### config.mk
export PLATFORM = sky130hd
export DESIGN_NAME = saturn_bus_config_ctrl_flat
export DESIGN_NICKNAME = d
export VERILOG_FILES = /design/src/rtl/saturn_bus_config_ctrl_if.sv /design/src/rtl/saturn_bus_config_ctrl.sv /design/src/flat_wrapper.sv
export SDC_FILE = /design/constraint.sdc
export NUM_CORES = 1
export LEC_CHECK = 0
export ABC_CLOCK_PERIOD_IN_PS = 12030
export BUFFER_PORTS_ARGS = -buffer_cell sky130_fd_sc_hd__buf_2
export CORE_AREA = 2 2 159 161
export DETAILED_ROUTE_END_ITERATION = 7
export DIE_AREA = 0 0 161 163
export HOLD_SLACK_MARGIN = 0.02
export SYNTH_ARGS = -nofsm -noshare
export SYNTH_HDL_FRONTEND = slang
export SYNTH_SLANG_ARGS = --single-unit
### constraint.sdc
create_clock -name i_clk -period 12.03 [get_ports i_clk]
set_input_delay 1.8045 -clock i_clk [delete_from_list [all_inputs] [get_ports i_clk]]
set_output_delay 1.8045 -clock i_clk [all_outputs]
set_load 0.01 [all_outputs]
### src/rtl/saturn_bus_config_ctrl_if.sv
// Saturn bus configuration controller interface.
// Groups the command, decode and nibble-return signals of saturn_bus_config_ctrl.
// The optional o_conflict signal exists only when SATURN_BUS_CFG_CONFLICT_EN is defined.
// o_dbg_state exposes the per-device state machines (2 bits per device, device k at [2k+1:2k]).
// Handshake: a command is accepted on any clock edge where i_cmd_valid && i_clk_en;
// there is no ready, the controller always accepts, and o_cmd_done answers one cycle later.
interface saturn_bus_config_ctrl_if #(
    parameter int N_DEV = 4
);
    logic                 i_clk_en;
    logic                 i_cmd_valid;
    logic [1:0]           i_cmd;
    logic [19:0]          i_cmd_addr;
    logic                 o_cmd_done;
    logic [19:0]          o_id;
    logic                 i_addr_valid;
    logic [19:0]          i_addr;
    logic [N_DEV-1:0]     o_sel;
    logic                 o_hit;
    logic [4*N_DEV-1:0]   i_dev_nibbles;
    logic [3:0]           o_nibble;
    logic [2*N_DEV-1:0]   o_dbg_state;
`ifdef SATURN_BUS_CFG_CONFLICT_EN
    logic                 o_conflict;

    modport slave (
        input  i_clk_en, i_cmd_valid, i_cmd, i_cmd_addr, i_addr_valid, i_addr, i_dev_nibbles,
        output o_cmd_done, o_id, o_sel, o_hit, o_nibble, o_dbg_state, o_conflict
    );
    modport master (
        output i_clk_en, i_cmd_valid, i_cmd, i_cmd_addr, i_addr_valid, i_addr, i_dev_nibbles,
        input  o_cmd_done, o_id, o_sel, o_hit, o_nibble, o_dbg_state, o_conflict
    );
`else
    modport slave (
        input  i_clk_en, i_cmd_valid, i_cmd, i_cmd_addr, i_addr_valid, i_addr, i_dev_nibbles,
        output o_cmd_done, o_id, o_sel, o_hit, o_nibble, o_dbg_state
    );
    modport master (
        output i_clk_en, i_cmd_valid, i_cmd, i_cmd_addr, i_addr_valid, i_addr, i_dev_nibbles,
        input  o_cmd_done, o_id, o_sel, o_hit, o_nibble, o_dbg_state
    );
`endif
endinterface

### src/rtl/saturn_bus_config_ctrl.sv
// Saturn bus daisy-chain configuration controller and address decoder.
// Devices 1..N_DEV-1 walk UNCFG -> SIZED -> CFG via CONFIG commands along the chain;
// device 0 is the fixed firmware ROM at base 0 with mask ROM_MASK, lowest priority.
// Optional macro SATURN_BUS_CFG_CONFLICT_EN adds o_conflict (two or more non-ROM hits).
module saturn_bus_config_ctrl #(
    parameter int                  N_DEV    = 4,
    parameter logic [20*N_DEV-1:0] DEV_IDS  = {20'h00007, 20'h000F6, 20'h00005, 20'h00000},
    parameter logic [19:0]         ROM_MASK = 20'h80000
) (
    input logic                    i_clk,
    input logic                    i_reset,
    saturn_bus_config_ctrl_if.slave bus
);

    localparam int PTR_W = $clog2(N_DEV);

    localparam logic [1:0] CMD_RESET  = 2'd0;
    localparam logic [1:0] CMD_CONFIG = 2'd1;
    localparam logic [1:0] CMD_UNCNFG = 2'd2;

    typedef enum logic [1:0] {
        DEV_UNCFG = 2'd0,
        DEV_SIZED = 2'd1,
        DEV_CFG   = 2'd2
    } dev_state_e;

    dev_state_e         state_q [N_DEV];
    dev_state_e         state_d [N_DEV];
    logic [19:0]        mask_q  [N_DEV];
    logic [19:0]        mask_d  [N_DEV];
    logic [19:0]        base_q  [N_DEV];
    logic [19:0]        base_d  [N_DEV];
    logic [19:0]        id_q, id_d;
    logic               done_q;
    logic [N_DEV-1:0]   sel_q, sel_d;
    logic               hit_q, hit_d;
    logic [N_DEV-1:0]   hit_vec;
    logic [PTR_W-1:0]   ptr;
    logic               ptr_valid;
    logic               cmd_accept;
    logic               dec_accept;

    assign cmd_accept = bus.i_cmd_valid && bus.i_clk_en;
    assign dec_accept = bus.i_addr_valid && bus.i_clk_en;

    // Chain pointer: lowest-index non-ROM device that is not yet configured.
    always_comb begin
        ptr       = '0;
        ptr_valid = 1'b0;
        for (int k = N_DEV - 1; k >= 1; k--) begin
            if (state_q[k] != DEV_CFG) begin
                ptr       = PTR_W'(k);
                ptr_valid = 1'b1;
            end
        end
    end

    // Next-state logic for the device state machines and the C=ID result.
    always_comb begin
        for (int k = 0; k < N_DEV; k++) begin
            state_d[k] = state_q[k];
            mask_d[k]  = mask_q[k];
            base_d[k]  = base_q[k];
        end
        id_d = id_q;
        if (cmd_accept) begin
            case (bus.i_cmd)
                CMD_RESET: begin
                    for (int k = 1; k < N_DEV; k++) state_d[k] = DEV_UNCFG;
                end
                CMD_CONFIG: begin
                    // Only the chain-pointer device moves; with no pointer this is a no-op.
                    for (int k = 1; k < N_DEV; k++) begin
                        if (ptr_valid && ptr == PTR_W'(k)) begin
                            if (state_q[k] == DEV_UNCFG) begin
                                state_d[k] = DEV_SIZED;
                                mask_d[k]  = bus.i_cmd_addr;
                            end else begin
                                state_d[k] = DEV_CFG;
                                base_d[k]  = bus.i_cmd_addr & mask_q[k];
                            end
                        end
                    end
                end
                CMD_UNCNFG: begin
                    // Every configured device matching the address drops out, not just one.
                    for (int k = 1; k < N_DEV; k++) begin
                        if (state_q[k] == DEV_CFG && (bus.i_cmd_addr & mask_q[k]) == base_q[k])
                            state_d[k] = DEV_UNCFG;
                    end
                end
                default: begin
                    id_d = '0;
                    for (int k = 1; k < N_DEV; k++) begin
                        if (ptr_valid && ptr == PTR_W'(k)) id_d = DEV_IDS[20*k +: 20];
                    end
                end
            endcase
        end
    end

    // Device state registers and command result registers.
    always_ff @(posedge i_clk or posedge i_reset) begin
        if (i_reset) begin
            for (int k = 0; k < N_DEV; k++) begin
                state_q[k] <= DEV_UNCFG;
                mask_q[k]  <= '0;
                base_q[k]  <= '0;
            end
            id_q   <= '0;
            done_q <= 1'b0;
        end else begin
            for (int k = 0; k < N_DEV; k++) begin
                state_q[k] <= state_d[k];
                mask_q[k]  <= mask_d[k];
                base_q[k]  <= base_d[k];
            end
            id_q   <= id_d;
            done_q <= cmd_accept;
        end
    end

    // Address decode against the pre-command state; highest hitting index wins.
    always_comb begin
        hit_vec    = '0;
        hit_vec[0] = (bus.i_addr & ROM_MASK) == 20'h00000;
        for (int k = 1; k < N_DEV; k++) begin
            hit_vec[k] = (state_q[k] == DEV_CFG) && ((bus.i_addr & mask_q[k]) == base_q[k]);
        end
        sel_d = '0;
        for (int k = 0; k < N_DEV; k++) begin
            if (hit_vec[k]) begin
                sel_d    = '0;
                sel_d[k] = 1'b1;
            end
        end
        hit_d = |hit_vec;
    end

    // Decode result registers; they hold between decode requests.
    always_ff @(posedge i_clk or posedge i_reset) begin
        if (i_reset) begin
            sel_q <= '0;
            hit_q <= 1'b0;
        end else if (dec_accept) begin
            sel_q <= sel_d;
            hit_q <= hit_d;
        end
    end

`ifdef SATURN_BUS_CFG_CONFLICT_EN
    logic [N_DEV-1:0] hit_hi;
    logic             conflict_q;

    // Two or more non-ROM hits: clearing the lowest set bit still leaves a bit set.
    assign hit_hi = hit_vec & ~N_DEV'(1);

    // Conflict flag registered alongside the select.
    always_ff @(posedge i_clk or posedge i_reset) begin
        if (i_reset) conflict_q <= 1'b0;
        else if (dec_accept) conflict_q <= |(hit_hi & (hit_hi - N_DEV'(1)));
    end

    assign bus.o_conflict = conflict_q;
`endif

    // Nibble return mux; select is one-hot so an OR-reduction suffices.
    always_comb begin
        bus.o_nibble = 4'h0;
        for (int k = 0; k < N_DEV; k++) begin
            if (sel_q[k]) bus.o_nibble = bus.o_nibble | bus.i_dev_nibbles[4*k +: 4];
        end
    end

    // Debug view of the device state machines.
    always_comb begin
        bus.o_dbg_state = '0;
        for (int k = 0; k < N_DEV; k++) bus.o_dbg_state[2*k +: 2] = state_q[k];
    end

    assign bus.o_cmd_done = done_q;
    assign bus.o_id       = id_q;
    assign bus.o_sel      = sel_q;
    assign bus.o_hit      = hit_q;

endmodule

### src/flat_wrapper.sv
// flat-port wrapper written by rule: the top's interface ports become plain ports
module saturn_bus_config_ctrl_flat 
#(
    parameter int                  N_DEV    = 4,
    parameter logic [20*N_DEV-1:0] DEV_IDS  = {20'h00007, 20'h000F6, 20'h00005, 20'h00000},
    parameter logic [19:0]         ROM_MASK = 20'h80000
)
  (i_clk, i_reset, bus_i_clk_en, bus_i_cmd_valid, bus_i_cmd, bus_i_cmd_addr, bus_i_addr_valid, bus_i_addr, bus_i_dev_nibbles, bus_o_cmd_done, bus_o_id, bus_o_sel, bus_o_hit, bus_o_nibble, bus_o_dbg_state);
  saturn_bus_config_ctrl_if #(.N_DEV(N_DEV)) bus_i ();
  input logic i_clk;
  input logic i_reset;
  input wire logic [$bits(bus_i.i_clk_en)-1:0] bus_i_clk_en;
  input wire logic [$bits(bus_i.i_cmd_valid)-1:0] bus_i_cmd_valid;
  input wire logic [$bits(bus_i.i_cmd)-1:0] bus_i_cmd;
  input wire logic [$bits(bus_i.i_cmd_addr)-1:0] bus_i_cmd_addr;
  input wire logic [$bits(bus_i.i_addr_valid)-1:0] bus_i_addr_valid;
  input wire logic [$bits(bus_i.i_addr)-1:0] bus_i_addr;
  input wire logic [$bits(bus_i.i_dev_nibbles)-1:0] bus_i_dev_nibbles;
  output wire logic [$bits(bus_i.o_cmd_done)-1:0] bus_o_cmd_done;
  output wire logic [$bits(bus_i.o_id)-1:0] bus_o_id;
  output wire logic [$bits(bus_i.o_sel)-1:0] bus_o_sel;
  output wire logic [$bits(bus_i.o_hit)-1:0] bus_o_hit;
  output wire logic [$bits(bus_i.o_nibble)-1:0] bus_o_nibble;
  output wire logic [$bits(bus_i.o_dbg_state)-1:0] bus_o_dbg_state;
  assign bus_i.i_clk_en = bus_i_clk_en;
  assign bus_i.i_cmd_valid = bus_i_cmd_valid;
  assign bus_i.i_cmd = bus_i_cmd;
  assign bus_i.i_cmd_addr = bus_i_cmd_addr;
  assign bus_i.i_addr_valid = bus_i_addr_valid;
  assign bus_i.i_addr = bus_i_addr;
  assign bus_i.i_dev_nibbles = bus_i_dev_nibbles;
  assign bus_o_cmd_done = bus_i.o_cmd_done;
  assign bus_o_id = bus_i.o_id;
  assign bus_o_sel = bus_i.o_sel;
  assign bus_o_hit = bus_i.o_hit;
  assign bus_o_nibble = bus_i.o_nibble;
  assign bus_o_dbg_state = bus_i.o_dbg_state;
  saturn_bus_config_ctrl #(.N_DEV(N_DEV), .DEV_IDS(DEV_IDS), .ROM_MASK(ROM_MASK)) u_core (.i_clk(i_clk), .i_reset(i_reset), .bus(bus_i));
endmodule
**Word-level counts from Yosys, hierarchy flattened**

Index checks and enable logic that the tools add are counted.

- Flip-flop bits (word level): 152
- Bits of input ports: 63
- Word-level logic and storage cells: 105

- Equality and inequality tests: 23
- Muxes and demuxes: 27
- Bitwise gates (word level): 13
- Reductions and logical operators: 29

Operators with widths:

| kind | count |
|---|---|
| $and 20x20->20 | 6 |
| $eq 20x20->1 | 6 |
| $reduce_and 4->1 | 9 |
| $mux 2 | 13 |
| $logic_not 20->1 | 1 |
| $mux 4 | 5 |
| $pmux 6 s3 | 1 |
| $mux 8 | 2 |
| $eq 2x2->1 const B | 6 |
| $ne 2x1->1 const B | 6 |
| $or 4x4->4 | 3 |
| $logic_and 1x1->1 | 11 |
| $logic_not 2->1 | 4 |
| $mux 3 | 2 |
| $ne 2x2->1 const B | 3 |
| $eq 2x1->1 const B | 2 |
| $mux 1 | 4 |
| $not 1->1 | 4 |
| $reduce_or 4->1 | 1 |
| $reduce_bool 3->1 | 1 |
| $reduce_or 3->1 | 1 |
| $reduce_and 2->1 | 1 |

**Logic depth before layout (Yosys ltp)**

Gate-level depths: netlist of run 1.

- Word-level depth: 9
- Depth in mapped cells: 6
- Gate-level depth less buffers: 5

**Least setup slack after synthesis of run 1**

OpenSTA, ideal clock, no wires.

- Kind: input -> output
- From: input bus_i_dev_nibbles[8]
- To: output bus_o_nibble[0]
- Arrival: 2.068 ns
- Data required time: 10.226 ns
- Setup slack: 8.157 ns
- Cell stages on the path: 2
- Buffers on the path: 0
- Path through: a22oi_1 > nand2_1

- Longest elaborated chain between the ends: 4

RTL lines:

| what | RTL line | RTL |
|---|---|---|
| start, declared | flat_wrapper.sv:18 | `input wire logic [$bits(bus_i.i_dev_nibbles)-1:0] bus_i_dev_nibbles;` |
| $or 4x4->4 * | saturn_bus_config_ctrl.sv:171 | `if (sel_q[k]) bus.o_nibble = bus.o_nibble \| bus.i_dev_nibbles[4*k +: 4];` |
| $mux 4 * | saturn_bus_config_ctrl.sv:171 |  |
| $or 4x4->4 | saturn_bus_config_ctrl.sv:171 |  |
| $mux 4 * | saturn_bus_config_ctrl.sv:171 |  |
| end, declared | flat_wrapper.sv:23 | `output wire logic [$bits(bus_i.o_nibble)-1:0] bus_o_nibble;` |

Mark *: on every way between the ends. The rest lies on a longest branch, timed or not.

**Worst setup path in the final report of run 1**

- From: input bus_i_dev_nibbles[9]
- To: output bus_o_nibble[1]

The elaborated chain is that of the path after synthesis.

==> key figures, run 1 <==
Outcome
  • Status: complete, no violations

Global routing
  • Total gr overflow: 0
  • Vias in the first global route: 5640
  • Global-route wire length before repair: 31700 µm
  • Tot GR Track Use: 15.8%
  • Largest net degree at the start of global routing: 72
  • Initial antenna violation count: 0

Synth
  • Synth Area in Compound Gates: 14.9%
  • Synthesized flop and latch total: 136
  • Post-synth top area share: 46.9%
  • Mapped Area: 7250 µm²
  • Async SR Flop Fraction: 100%
  • Synth area leaders: dfrtp_1 (47%), mux2_2 (9.3%), nand2_1 (8.7%), o21ai_0 (4.8%), a21oi_1 (4.5%)
  • Post-synth EDFFs: 0
  • Synthesized area per cell: 9.37 µm²
  • Sequential-to-total area share from yosys stat: 46.9%
  • Mux contribution to synthesized area: 9.32%
  • Synth area leader: dfrtp_1
  • Count leader, synth: nand2_1
  • Primary FF master, synth: dfrtp_1
  • Post-synth top cells: nand2_1 (169), dfrtp_1 (136), o21ai_0 (69), a21oi_1 (65), mux2_2 (60)
  • Main combinational cell family by area after synthesis: simple AND/OR/NAND/NOR gates
  • Post-synthesis instance total: 774
  • Post-synthesis cell type count: 38
  • Simple-gate area share of the yosys netlist: 18.7%
  • Post-Synth Adder-Cell Area: 0%
  • XOR/XNOR Fraction of Synth Area: 6.76%
  • Ys Warns: 0

Floorplanning
  • Rows: 58
  • Top-level I/O count: 101
  • Core Area: 24700 µm²
  • Die area: 26200 µm²
  • Die Width: 161 µm
  • Die Y: 163 µm
  • Starting Density: 29.4%

Critical path
  • CP cell instances: buf_2 > a22oi_1 > nand2_1 > buf_2
  • Setup Crit Path Kind: in -> out
  • Worst setup endpoint: bus_o_nibble[1]
  • R2R Setup Slk: 9.56 ns
  • Critical Path RT: 10.23 ns
  • Setup crit end kind: primary output
  • Worst r2r dst: u_core.bus.o_sel[1]
  • Critical Path Slowest Stage Cell: a22oi_1
  • Setup crit start kind: primary input
  • Worst Reg-to-Reg Cells: 5
  • Cell mode on critical path: buf_2
  • CP peak stage delay: 0.22 ns
  • Worst R2R Start: u_core.bus.o_dbg_state[4]
  • Data arrival, critical path: 2.33 ns
  • Crit path launch: bus_i_dev_nibbles[9]
  • Crit Path Max Fanout: 1

Layout
  • Final nets: 917
  • P&R area growth vs syn: 18.1%
  • N_diodes: 0
  • Post-route cell area: 8560 µm²
  • Share of cells above drive strength 1: 21.9%

Routing
  • First drt pass iteration count: 7
  • Top Layer Used: met4
  • Post-DRT Antenna Nets: 0
  • Vias/cell: 5.03
  • Met1 wire length: 9360 µm
  • Via count: 6018
  • DRC errors left: 0
  • WL met3: 1220 µm
  • WL met2: 9330 µm
  • Routed Wire Length: 20200 µm
  • DR WL/cell: 16.9 µm
  • Starting DRT DRC Count: 442

Placement
  • Setup WS pre-CTS: 7.88 ns
  • HPWL after DPL: 14700 µm
  • Area after DPL: 7960 µm²
  • RePlAce Congestion: 0.832
  • IO buf count: 85

STA
  • Setup_tns: 0 ns
  • Relative slew slack: 42.6%
  • Final period utilization: 34.4%
  • RSZ-0062 raised after global routing: false
  • # setup viols final: 0
  • Worst-Margin Slew: 0.861 ns
  • Final hold viol count: 0
  • Period minus WS final: 4.14 ns
  • Slew Viols, Final: 0
  • Worst Setup Slack, final: 7.89 ns
  • Worst Skew: 0.0108 ns
  • Fmax: 242 MHz

Pwr
  • P per Cell Area: 170 nW/µm²
  • Max VDD drop: 69.3 µV
  • Clk pwr share: 36.8%
  • Switching pwr: 451 µW
  • Combinational fraction of design power: 21.4%
  • Switching share of power: 30.9%
  • P_int: 1010 µW
  • Static Leak: 0.00402 µW
  • Sequential power share: 41.8%
  • Pwr Total: 1460 µW

Hold path
  • Cell count of the worst hold path: 1
  • Worst hold path type: reg -> reg

CTS
  • CTS buffer count: 17
  • CTS tree: done
  • Clock root buffer: clkbuf_16
  • H-Tree Depth: 4
  • Hold buffers post-CTS: 0
  • Clock tree buffer depth: 2
  • Clk_lat worst skew: 0.42 ns
  • Post-CTS Resized: 0
  • Post-CTS Repair Setup Buffers: 0
  • CTS Sinks: 136
  • Reg clk slew, reported paths: 0.06 ns

Flow run
  • Max Cap Violations: 0
-- worst min-delay path by stage --
stage	startpoint	end	slack, ns
after CTS	u_core.bus.o_id[2]	u_core.bus.o_id[2]	0.48
after global routing	u_core.bus.o_id[2]	u_core.bus.o_id[2]	0.52
after global placement	u_core.bus.o_id[0]	u_core.bus.o_id[0]	0.46
after floorplan	u_core.base_q[11]	u_core.base_q[11]	0.49
after detailed placement	u_core.bus.o_id[2]	u_core.bus.o_id[2]	0.47
final	u_core.bus.o_id[2]	u_core.bus.o_id[2]	0.48
-- layer usage --
| metal | GRT usage [%] | up-vias |
|---|---|---|
| met2 | 25.3 | 177 |
| li1 | - | 2898 |
| met4 | 4.63 | 0 |
| met3 | 3.69 | 20 |
| met5 | 0 | - |
| met1 | 21.5 | 2923 |
-- layout by cell type (no fill, tap or decap), types with 3 or more instances in the layout --
cell,n
conb_1,15
o22a_1,4
o21ai_0,69
nand3_1,14
nand4_1,8
clkinv_2,3
nand2_1,169
clkbuf_1,3
clkbuf_8,3
nor4_1,10
a21oi_1,65
xor2_1,27
buf_4,7
buf_2,85
o41ai_1,3
or4_1,6
xnor2_1,29
nor2b_1,3
o22ai_1,23
dfrtp_1,136
mux2_2,60
a21o_1,5
and3_1,51
bufinv_16,3
nand2b_1,3
clkbuf_16,17
a22oi_1,8
nor2_1,7
and3_2,7
-- metrics by stage --
stage / utilization [%] / hold slack, ns / instances
finish: 34.7 / 0.476 / 1196
global route: 34.7 / 0.516 / 1196
CTS: 34.7 / 0.481 / 1196
detailed placement: 32.3 / 0.468 / 1165
floorplan: - / 0.494 / 788
global placement: 32.3 / 0.463 / 1165
-- flip-flops by register name, summed over array words and instances, names as in the netlist --
name / count
u_core.base_q: 60
u_core.bus.o_cmd_done: 1
u_core.bus.o_dbg_state: 6
u_core.bus.o_hit: 1
u_core.bus.o_id: 4
u_core.bus.o_sel: 4
u_core.mask_q: 60
-- power groups by stage --
stage	Sequential (µW)	Clock (µW)	Combinational, µW
floorplan	604	0	205
global placement	612	0	308
detailed placement	616	0	313
CTS	608	547	314
global route	624	569	344
finish	610	537	312
-- kinds of logic (layout without fill, tap and decap cells) --
family,count (synthesis),in the layout
AOI/OAI and AO/OA,190,190
xor gates and xnor gates,56,56
buffers and inverters,47,125
DFF,136,136
muxes,60,60
other,1,15
and+or+nand+nor,284,284
-- cell type report --
| type | instances | area, µm² |
|---|---|---|
| fillers | 2549 | 16100 |
| multi-input cells | 605 | 3660 |
| flip-flops and latches | 136 | 3400 |
| clock buffers | 23 | 478 |
| repair buffers | 92 | 478 |
| well taps | 330 | 413 |
| clock inverters | 8 | 120 |
| inverters | 2 | 12.5 |
-- critical path: cells and delay by family --
| family | cells | cell delay (ns) |
|---|---|---|
| simple gates | 1 | 0.08 |
| compound gates | 1 | 0.22 |
| buf+inv | 2 | 0.23 |
No activity file was read; power rests on OpenSTA's default activity.
==> run 2, diff against run 1 <==
--- a/config.mk
+++ b/config.mk
@@ -5,7 +5,7 @@
 export SDC_FILE = /design/constraint.sdc
 export NUM_CORES = 1
 export LEC_CHECK = 0
-export ABC_CLOCK_PERIOD_IN_PS = 12030
+export ABC_CLOCK_PERIOD_IN_PS = 4019
 export BUFFER_PORTS_ARGS = -buffer_cell sky130_fd_sc_hd__buf_2
 export CORE_AREA = 2 2 159 161
 export DETAILED_ROUTE_END_ITERATION = 7
==> constraint.sdc (replaced) <==
create_clock -name i_clk -period 4.02 [get_ports i_clk]
set_input_delay 0.603 -clock i_clk [delete_from_list [all_inputs] [get_ports i_clk]]
set_output_delay 0.603 -clock i_clk [all_outputs]
set_load 0.01 [all_outputs]
==> run 2 against run 1 <==
Net effect: worst hold slack got worse by 0.11 ns; flip-flop and latch count unchanged; via count fell by 0.40%; sequential power grew to 3.0 times the previous value; final cell count unchanged; final area down 0.31%; critical path type is now reg -> reg; largest cell class unchanged; largest power group unchanged.
==> key figures, run 2 (synthesis results as in run 1) <==
STA
  • Worst Skew: 0.00810 ns
  • Worst-Margin Slew: 0.859 ns
  • Setup_tns: 0 ns
  • Final hold viol count: 0
  • Hold Slack: 0.366 ns
  • Final period utilization: 60.2%
  • RSZ-0062 raised after global routing: false
  • Relative slew slack: 42.2%
  • Period minus WS final: 2.42 ns
  • # setup viols final: 0
  • Fmax: 414 MHz
  • Slew Viols, Final: 0

Routing
  • Post-DRT Antenna Nets: 0
  • Routed Wire Length: 20700 µm
  • DRC errors left: 0
  • Via count: 5994
  • Vias/cell: 5.01
  • Starting DRT DRC Count: 365
  • First drt pass iteration count: 5
  • DR WL/cell: 17.3 µm

Global routing
  • Initial antenna violation count: 1
  • Global-route wire length before repair: 31700 µm
  • Tot GR Track Use: 16.0%
  • Vias in the first global route: 5526
  • Largest net degree at the start of global routing: 137
  • Total gr overflow: 0

Pwr
  • Static Leak: 0.00401 µW
  • Max VDD drop: 252 µV
  • P per Cell Area: 498 nW/µm²

CTS
  • Post-CTS Resized: 0
  • Reg clk slew, reported paths: 0.06 ns
  • CTS buffer count: 17
  • CTS tree: done
  • CTS Sinks: 136
  • Post-CTS Repair Setup Buffers: 0
  • Clk_lat worst skew: 0.42 ns
  • Clock tree buffer depth: 2
  • Hold buffers post-CTS: 0
  • Clock root buffer: clkbuf_16
  • H-Tree Depth: 4

Critical path
  • Setup crit end kind: flop
  • Critical Path RT: 4.33 ns
  • Data arrival, critical path: 2.73 ns
  • Setup crit start kind: flop
  • Setup Crit Path Kind: reg -> reg
  • Crit Path Max Fanout: 7

Layout
  • Final nets: 917
  • N_diodes: 0
  • Commonest non-fill, non-tap cell in the layout: nand2_1
  • Fillcell total: 2562
  • P&R area growth vs syn: 17.7%
  • Most frequent cells in the layout: nand2_1 (169), dfrtp_1 (136), buf_2 (85), o21ai_0 (69), a21oi_1 (65)
  • Share of cells above drive strength 1: 21.9%

Flow run
  • Max Cap Violations: 0

Floorplanning
  • Die Width: 161 µm
  • Die Y: 163 µm
  • Top-level I/O count: 101
  • Rows: 58
  • Starting Density: 29.4%
  • Core Area: 24700 µm²
  • Die area: 26200 µm²

Outcome
  • Status: complete, no violations

Hold path
  • Worst hold path type: in -> async

Placement
  • RePlAce Congestion: 0.889
  • HPWL after DPL: 14700 µm
  • IO buf count: 85
run 2: final timing paths:
| kind | start | slack (ns) | cells past startpoint | to |
|---|---|---|---|---|
| setup / recovery | u_core.bus.o_dbg_state[4] | 1.60 | 5 | u_core.bus.o_sel[1] |
| hold / removal | i_reset | 0.37 | 3 | u_core.mask_q[14] |
| setup reg to reg | u_core.bus.o_dbg_state[4] | 1.60 | 5 | u_core.bus.o_sel[1] |
| hold reg to reg | u_core.bus.o_id[1] | 0.48 | 2 | u_core.bus.o_id[1] |
| max in group asynchronous | i_reset | 3.07 | 3 | u_core.mask_q[47] |
| min in group i_clk | u_core.bus.o_id[1] | 0.48 | 2 | u_core.bus.o_id[1] |
run 2: power by group:
group / internal [µW] / switching, µW
clock network: 910 / 591
registers: 1590 / 244
logic: 412 / 509
total: 2910 / 1340
run 2: routing by layer:
layer | track usage, % | vias to the layer above | share of wire (%) | wire, µm
li1 | - | 2896 | - | -
met1 | 21.7 | 2872 | 47 | 9650
met2 | 24.7 | 191 | 44 | 9170
met3 | 4.07 | 33 | 6.5 | 1340
met4 | 6.01 | 2 | 2.5 | 521
met5 | 0 | - | 0.063 | 13
run 2: through the flow:
stage / cell area (µm²) / power [µW] / setup WS, ns / utilization [%] / std cells
after global placement: 7980 / 2740 / 1.46 / 32.3 / 1165
after CTS: 8540 / 4280 / 1.60 / 34.6 / 1196
after floorplan: 7310 / 2420 / 1.72 / - / 788
after global routing: 8540 / 4480 / 1.43 / 34.6 / 1196
after detailed placement: 7980 / 2760 / 1.46 / 32.3 / 1165
final: 8540 / 4250 / 1.60 / 34.6 / 1196
run 2: worst max-delay path, stage by stage, from the launching register on:
cell	delay (ns)
dfrtp_1	0.44
and2b_1	0.38
o21ai_0	0.17
or4_1	0.47
or4_4	0.56
a32o_1	0.28
run 2: final cells by class:
cell class | instances | area (µm²) | area share, %
sequential | 136 | 3400 | 39.9
clock inverter | 7 | 68.8 | 0.806
timing repair buffer | 92 | 490 | 5.75
tap | 330 | 413 | 4.84
multi-input combinational | 605 | 3660 | 42.8
inverter | 2 | 11.3 | 0.132
clock buffer | 24 | 492 | 5.76
